[src/rtl/imem_arbiter.sv]
// Instruction-memory arbiter: shares one registered-read memory port between the
// CPU fetch stage and the loader, and holds the CPU in BOOT until the image is loaded.
module imem_arbiter #(
    parameter int MEM_SIZE  = 256,
    parameter int ADDR_W    = 32,
    parameter int MAX_BURST = 4
) (
    input  logic              clk,
    input  logic              rst_n,

    input  logic              f_req,
    input  logic [ADDR_W-1:0] f_addr,
    output logic              f_gnt,
    output logic              f_rvalid,
    output logic [31:0]       f_rdata,
    output logic              f_err,

    input  logic              l_req,
    input  logic              l_we,
    input  logic [ADDR_W-1:0] l_addr,
    input  logic [31:0]       l_wdata,
    output logic              l_gnt,
    output logic              l_rvalid,
    output logic [31:0]       l_rdata,
    output logic              l_err,
    input  logic              l_boot_done,

    output logic              cpu_hold,

    output logic [ADDR_W-1:0] mem_addr,
    output logic              mem_we,
    output logic [31:0]       mem_wdata,
    input  logic [31:0]       mem_rdata,

    output logic              dbg_state
);

    // Handshake: a requester holds req (and its address/data) until it sees gnt;
    // a transfer happens in exactly the cycles where req && gnt.

    localparam logic [ADDR_W-1:0] MEM_LIMIT = ADDR_W'(MEM_SIZE);
    localparam logic [3:0]        BURST_MAX = 4'(MAX_BURST);

    typedef enum logic {
        BOOT = 1'b0,
        RUN  = 1'b1
    } state_e;

    state_e            state_q, state_d;
    logic [3:0]        burst_q, burst_d;
    logic [ADDR_W-1:0] last_addr_q;
    logic              f_rv_q, l_rv_q, oor_q;

    logic              fetch_win, load_win, any_win, win_in_range;
    logic [ADDR_W-1:0] win_addr;

    always_ff @(posedge clk or negedge rst_n) begin
        if (!rst_n) begin
            state_q <= BOOT;
        end else begin
            state_q <= state_d;
        end
    end

    always_comb begin
        state_d = state_q;
        if (state_q == BOOT && l_boot_done) begin
            state_d = RUN;
        end
    end

    assign cpu_hold  = (state_q == BOOT);
    assign dbg_state = (state_q == RUN);

    // Loader has priority unless a waiting fetch has already seen MAX_BURST loader grants.
    always_comb begin
        fetch_win = 1'b0;
        load_win  = 1'b0;
        if (state_q == RUN && f_req && (!l_req || burst_q == BURST_MAX)) begin
            fetch_win = 1'b1;
        end else if (l_req) begin
            load_win = 1'b1;
        end
        any_win      = fetch_win | load_win;
        win_addr     = fetch_win ? f_addr : l_addr;
        win_in_range = (win_addr < MEM_LIMIT);
    end

    always_comb begin
        burst_d = burst_q;
        if (!f_req || fetch_win) begin
            burst_d = 4'd0;
        end else if (load_win && burst_q != BURST_MAX) begin
            burst_d = burst_q + 4'd1;
        end
    end

    assign f_gnt     = fetch_win;
    assign l_gnt     = load_win;
    assign mem_addr  = any_win ? win_addr : last_addr_q;
    assign mem_we    = load_win && l_we && win_in_range;
    assign mem_wdata = (load_win && l_we) ? l_wdata : 32'd0;

    always_ff @(posedge clk or negedge rst_n) begin
        if (!rst_n) begin
            burst_q     <= 4'd0;
            last_addr_q <= '0;
            f_rv_q      <= 1'b0;
            l_rv_q      <= 1'b0;
            oor_q       <= 1'b0;
        end else begin
            burst_q <= burst_d;
            if (any_win) begin
                last_addr_q <= win_addr;
            end
            f_rv_q <= fetch_win;
            l_rv_q <= load_win && !l_we;
            oor_q  <= any_win && !win_in_range;
        end
    end

    // Out-of-range reads return zero data with err; memory output is ignored then.
    assign f_rvalid = f_rv_q;
    assign f_err    = f_rv_q && oor_q;
    assign f_rdata  = (f_rv_q && !oor_q) ? mem_rdata : 32'd0;

    assign l_rvalid = l_rv_q;
    assign l_rdata  = (l_rv_q && !oor_q) ? mem_rdata : 32'd0;
    assign l_err    = (l_rv_q && oor_q) || (load_win && l_we && !win_in_range);

endmodule

[config.mk]
export PLATFORM = sky130hd
export DESIGN_NAME = imem_arbiter
export DESIGN_NICKNAME = d
export VERILOG_FILES = /design/src/rtl/imem_arbiter.sv
export SDC_FILE = /design/constraint.sdc
export NUM_CORES = 1
export LEC_CHECK = 0
export CORE_ASPECT_RATIO = 0.5
export CORE_UTILIZATION = 32
export DETAILED_ROUTE_END_ITERATION = 10
export GPL_TIMING_DRIVEN = 0
export HOLD_SLACK_MARGIN = 0.02
export PLACE_DENSITY = 0.88
export REMOVE_ABC_BUFFERS = 1
export SLEW_MARGIN = 20
export SYNTH_ARGS = -nofsm -noshare
export SYNTH_HDL_FRONTEND = slang
export SYNTH_SLANG_ARGS = --single-unit
[constraint.sdc]
create_clock -name clk -period 3.5 [get_ports clk]
set_input_delay 0.525 -clock clk [delete_from_list [all_inputs] [get_ports clk]]
set_output_delay 0.525 -clock clk [all_outputs]
set_load 0.01 [all_outputs]
# == Word level (Yosys, flattened, before mapping) ==
# Cells that the tools add are included.
# word_totals
out_inout_bits,137
regBits,40
inputBits,134
# classes
bitwise,2
add_sub_neg,1
n_reduce_logical,22
n_lt_le_gt_ge,1
muxes,10
eq_ne,2
# ops
op,n
$mux W32,5
$lt A32 B9 Y1 const B,1
$logic_and A1 B1 Y1,13
$mux W4,2
$logic_not A1 Y1,5
$add A4 B1 Y4 const B,1
$eq A4 B3 Y1 const B,1
$ne A4 B3 Y1 const B,1
$logic_or A1 B1 Y1,3
$mux W1,3
$reduce_bool A2 Y1,1
$not A1 Y1,1
$or A1 B1 Y1,1

# == Longest topological paths before layout ==
# logic_depth
ltp_word,9
ltp_mapped,8
mapped_depth_nobuf,6

# == Worst setup path before layout ==
# No wires, ideal clock.
# synth_path
path_kind,flip-flop to output port
startpoint,reg burst_q[0]
endpoint,out mem_addr[0]
t_required_ns,2.975
arrival_ns,1.560
path_slack_ns,1.415
path_stages_with_launch,9
path_buffers,2
cell_sequence,dfrtp_1 > inv_1 > ha_1 > nand3b_4 > a21oi_4 > buf_6 > buf_8 > nor2_1 > a221o_1
# synth_between
elab_chain_cells,6
elab_cells_between_ends,8
cone_classes,eq/ne (1); mux (4); bitwise (1); reduce/logical (2)
# synth_lines
item,line,text
from (decl),50,"logic [3:0] burst_q, burst_d;"
from (signal assigned),112,burst_q <= burst_d;
$eq A4 B3 Y1 (*),79,if (state_q == RUN && f_req && (!l_req || burst_q == BURST_MAX)) begin
$logic_or A1 B1 Y1 (*),79,
$logic_and A1 B1 Y1 (*),79,
$mux W1,79,
$mux W32 / $or A1 B1 Y1 (equally long branches),"85, 84",
$mux W32 (*),100,assign mem_addr = any_win ? win_addr : last_addr_q;
to (decl),30,"output logic [ADDR_W-1:0] mem_addr,"
# Every way passes the cells marked *; elsewhere a longest branch is shown, timed or not.

# == Worst setup path after layout ==
# layout_path
startpoint,in l_req
endpoint,out mem_wdata[12]
# layout_between
elab_chain_cells,6
elab_cells_between_ends,7
cone_classes,mux (3); reduce/logical (4)
# layout_lines
item,line,text
from (decl),18,"input logic l_req,"
$logic_not A1 Y1,79,
$logic_or A1 B1 Y1,79,
$logic_and A1 B1 Y1,79,
$mux W1 (*),79,
$logic_and A1 B1 Y1 (*),102,assign mem_wdata = (load_win && l_we) ? l_wdata : 32'd0;
$mux W32 (*),102,
to (decl),32,"output logic [31:0] mem_wdata,"
# Marks and branches as above.

==> flow_metrics.py <==
metrics = {
    "floorplanning": {
        "start_util_pct": 33.1,
        "fp.dieH_um": 66.4,
        "coreArea_um2": 8000,
        "die_area_um2": 8670,
        "rows": 23,
        "fp.dieW_um": 131,
        "io_pins": 271,
    },
    "placement": {
        "numPortBuffers": 270,
        "place_congestion": 0.850,
        "hpwlAfterDp_um": 9280,
        "pre_cts_slack_ns": -0.506,
    },
    "sta": {
        "finalMaxSlewViolations": 0,
        "min_period_over_period_pct": 94.2,
        "fin_crit_ns": 3.30,
        "worstMarginPinSlew_ns": 0.808,
        "worst_slack_ns": 0.204,
        "setup_viol": 0,
        "maxSlewHeadroom_pct": 46.0,
        "hold_viol_final": 0,
        "clock_skew_ns": 0.00634,
        "hold_slack_ns": 0.146,
        "fmax_mhz": 303,
        "tns_ns": 0,
        "rsz0062_at_grt": "no",
    },
    "routing": {
        "first_pass_iters": 4,
        "met1Wirelength_um": 4900,
        "top_layer_used": "met4",
        "wl_met3_um": 684,
        "avgViaCountPerCell": 4.67,
        "num_vias": 3197,
        "final_antenna_net_count": 0,
        "routed_wl_um": 11600,
        "drc_errors": 0,
        "wl_met2_um": 5670,
        "drtIter0Drc": 214,
        "routedWlPerCell_um": 16.9,
    },
    "final_layout": {
        "seqCellArea_um2": 1000,
        "multi_input_area_um2": 1560,
        "syn_to_final_growth_pct": 116,
        "drive_gt1_share_pct": 4.20,
        "nFillCells": 605,
        "finalNetCount": 707,
        "n_antenna_cell": 0,
    },
    "global_routing": {
        "grt_pass1_wl_um": 16600,
        "overflow": 0,
        "grt_pass1_vias": 2987,
        "grt_max_degree": 33,
        "grtUsageTotal_pct": 25.7,
        "antenna_found_initial": 0,
    },
    "hold_path": {
        "hold_path_class": "in -> async",
    },
    "synth": {
        "synth-edff-count": 0,
        "synth_area_um2": 2650,
        "synth_ff_type": "dfrtp_1",
        "ys_async_sr_fraction_pct": 100,
        "synthCells": 307,
        "netlist_top_cells_count": "97 x and2_1, 40 x dfrtp_1, 38 x nand2_1",
        "post-synth-top-count-cell": "and2_1",
        "synthDistinctLibCells": 29,
        "yosysTopAreaCell": "dfrtp_1",
        "synth_area_leaders": "dfrtp_1 38%, and2_1 23%, mux2i_1 9.4%, nand2_1 5.4%, nor4_1 3.1%",
        "yosysSeqAreaShare_pct": 37.8,
        "synth-seq-cells": 40,
        "ys_warn_count": 0,
        "syn_avg_cell_area_um2": 8.63,
        "synth.top_cell.area_share_pct": 37.8,
    },
    "pwr": {
        "p_total_mw": 1.58,
        "vdd_ir_drop_max_mv": 0.254,
        "p_leak_nw": 2.27,
        "power.density_nw_per_um2": 276,
    },
    "worst_setup_path": {
        "cp.required_ns": 2.97,
        "cp_cell_sequence": "dlygate4sd2_1, a21oi_4, buf_16, nor2_4, and2_1, clkdlybuf4s50_1",
        "criticalPathCategory": "in -> out",
        "cp_top_family": "buffers and inverters",
        "path_buf_inv": 3,
        "arrival_ns": 2.77,
        "max_stage_delay_ns": 0.62,
        "crit_path_max_fanout": 32,
        "critPathCaptureType": "output pin",
        "slowest_stage": "dlygate4sd2_1",
        "startpoint_type": "primary input",
    },
    "clocking": {
        "cts-root-buf": "clkbuf_16",
        "cts_tree": "built",
        "clk-insertion-delay-late_ns": 0.29,
        "clock_sinks": 40,
        "clock_path_buffers": 2,
        "path_clk_slew_ns": 0.06,
        "htreeDepth": 2,
        "numCtsBuffers": 5,
    },
    "run": {
        "cap_violations": 0,
    },
    "outcome": {
        "status": "complete, no violations",
    },
}
[power breakdown]
part | leakage [nW] | switching (mW) | total (mW) | internal [mW]
clock | 0.0798 | 0.187 | 0.522 | 0.335
combinational | 1.71 | 0.210 | 0.537 | 0.327
sequential | 0.486 | 0.0151 | 0.520 | 0.505
total | 2.27 | 0.412 | 1.58 | 1.17
[state kept, by name, summed over array words and instances, names as in the netlist]
signal and cells:
burst_q 4, l_rvalid 1, dbg_state 1, last_addr_q 32, f_rvalid 1, oor_q 1
[cell usage in the layout (no fill, tap or decap), types with 2 or more instances in the layout]
cell type | netlist | layout
clkdlybuf4s50_1 | 0 | 267
and2_1 | 97 | 97
dfrtp_1 | 40 | 40
nand2_1 | 38 | 38
mux2i_1 | 25 | 25
o21ai_1 | 16 | 16
nor2_1 | 14 | 13
nor4_1 | 13 | 13
o21ai_0 | 9 | 9
a221o_1 | 8 | 8
clkbuf_16 | 0 | 5
inv_1 | 3 | 3
and3_1 | 3 | 3
buf_16 | 0 | 3
nor2b_2 | 0 | 2
a21oi_4 | 1 | 2
nand4_1 | 2 | 2
o31ai_1 | 2 | 2
o21a_1 | 2 | 2
ha_1 | 2 | 2
[kinds of logic after synthesis]
family                   Yosys count  synth area share, %
buffers and inverters             24                 4.63
multiplexers                      25                 9.44
adder cells (fa/ha/maj)            2                0.944
XOR/XNOR                           2                0.661
AO/OA/AOI/OAI                     39                 9.68
flip-flops                        40                 37.8
AND/OR/NAND/NOR                  175                 36.9
[path summary, 6_finish.rpt]
path / startpoint / to / slack (ns) / cells after the start
worst max-delay path: l_req / mem_wdata[12] / 0.20 / 6
worst min-delay path: rst_n / last_addr_q[17]$_DFF_PN0_ / 0.15 / 1
worst max register to register: burst_q[0]$_DFFE_PN0P_ / last_addr_q[11]$_DFF_PN0_ / 1.52 / 8
worst min register to register: last_addr_q[14]$_DFF_PN0_ / last_addr_q[14]$_DFF_PN0_ / 0.49 / 2
max in group asynchronous: rst_n / last_addr_q[19]$_DFF_PN0_ / 2.88 / 2
min in group clk: last_addr_q[14]$_DFF_PN0_ / last_addr_q[14]$_DFF_PN0_ / 0.49 / 2
[layout make-up]
cell class | count | area share (%)
repair buffers | 277 | 49.6
multi-input cells | 244 | 27.3
flip-flops and latches | 40 | 17.5
well taps | 112 | 2.45
clock buffers | 5 | 2.19
clock inverters | 3 | 0.744
inverters | 3 | 0.197
[routing by layer]
layer	vias up	GRT usage (%)
li1	1562	-
met1	1473	32.8
met2	130	43.5
met3	32	4.29
met4	0	10.5
met5	-	0
[per-stage QoR]
stage                     instance area, um2  cells  utilization, %
after global routing                    5710    684            71.4
after CTS                               5710    684            71.4
after floorplan                         2540    286               -
after detailed placement                5520    674            69.0
after global placement                  5380    668            67.3
final                                   5710    684            71.4
[worst register-to-register path: stages (launching register included)]
cell and delay, ns:
dfrtp_1 0.43, inv_1 0.10, ha_1 0.21, nand3b_4 0.13
a21oi_4 0.20, buf_16 0.18, buf_16 0.17, mux2i_1 0.23
o21ai_0 0.14
[what timing repair did]
item,in CTS,in global routing
hold endpoints to repair,0,0
gates cloned,1,0
resized for setup,2,1
setup buffers,1,0
pin swaps,1,0
hold buffers,0,0
endpoints found under the setup margin,64,4
Note: power is estimated with default switching activity, not from simulation.
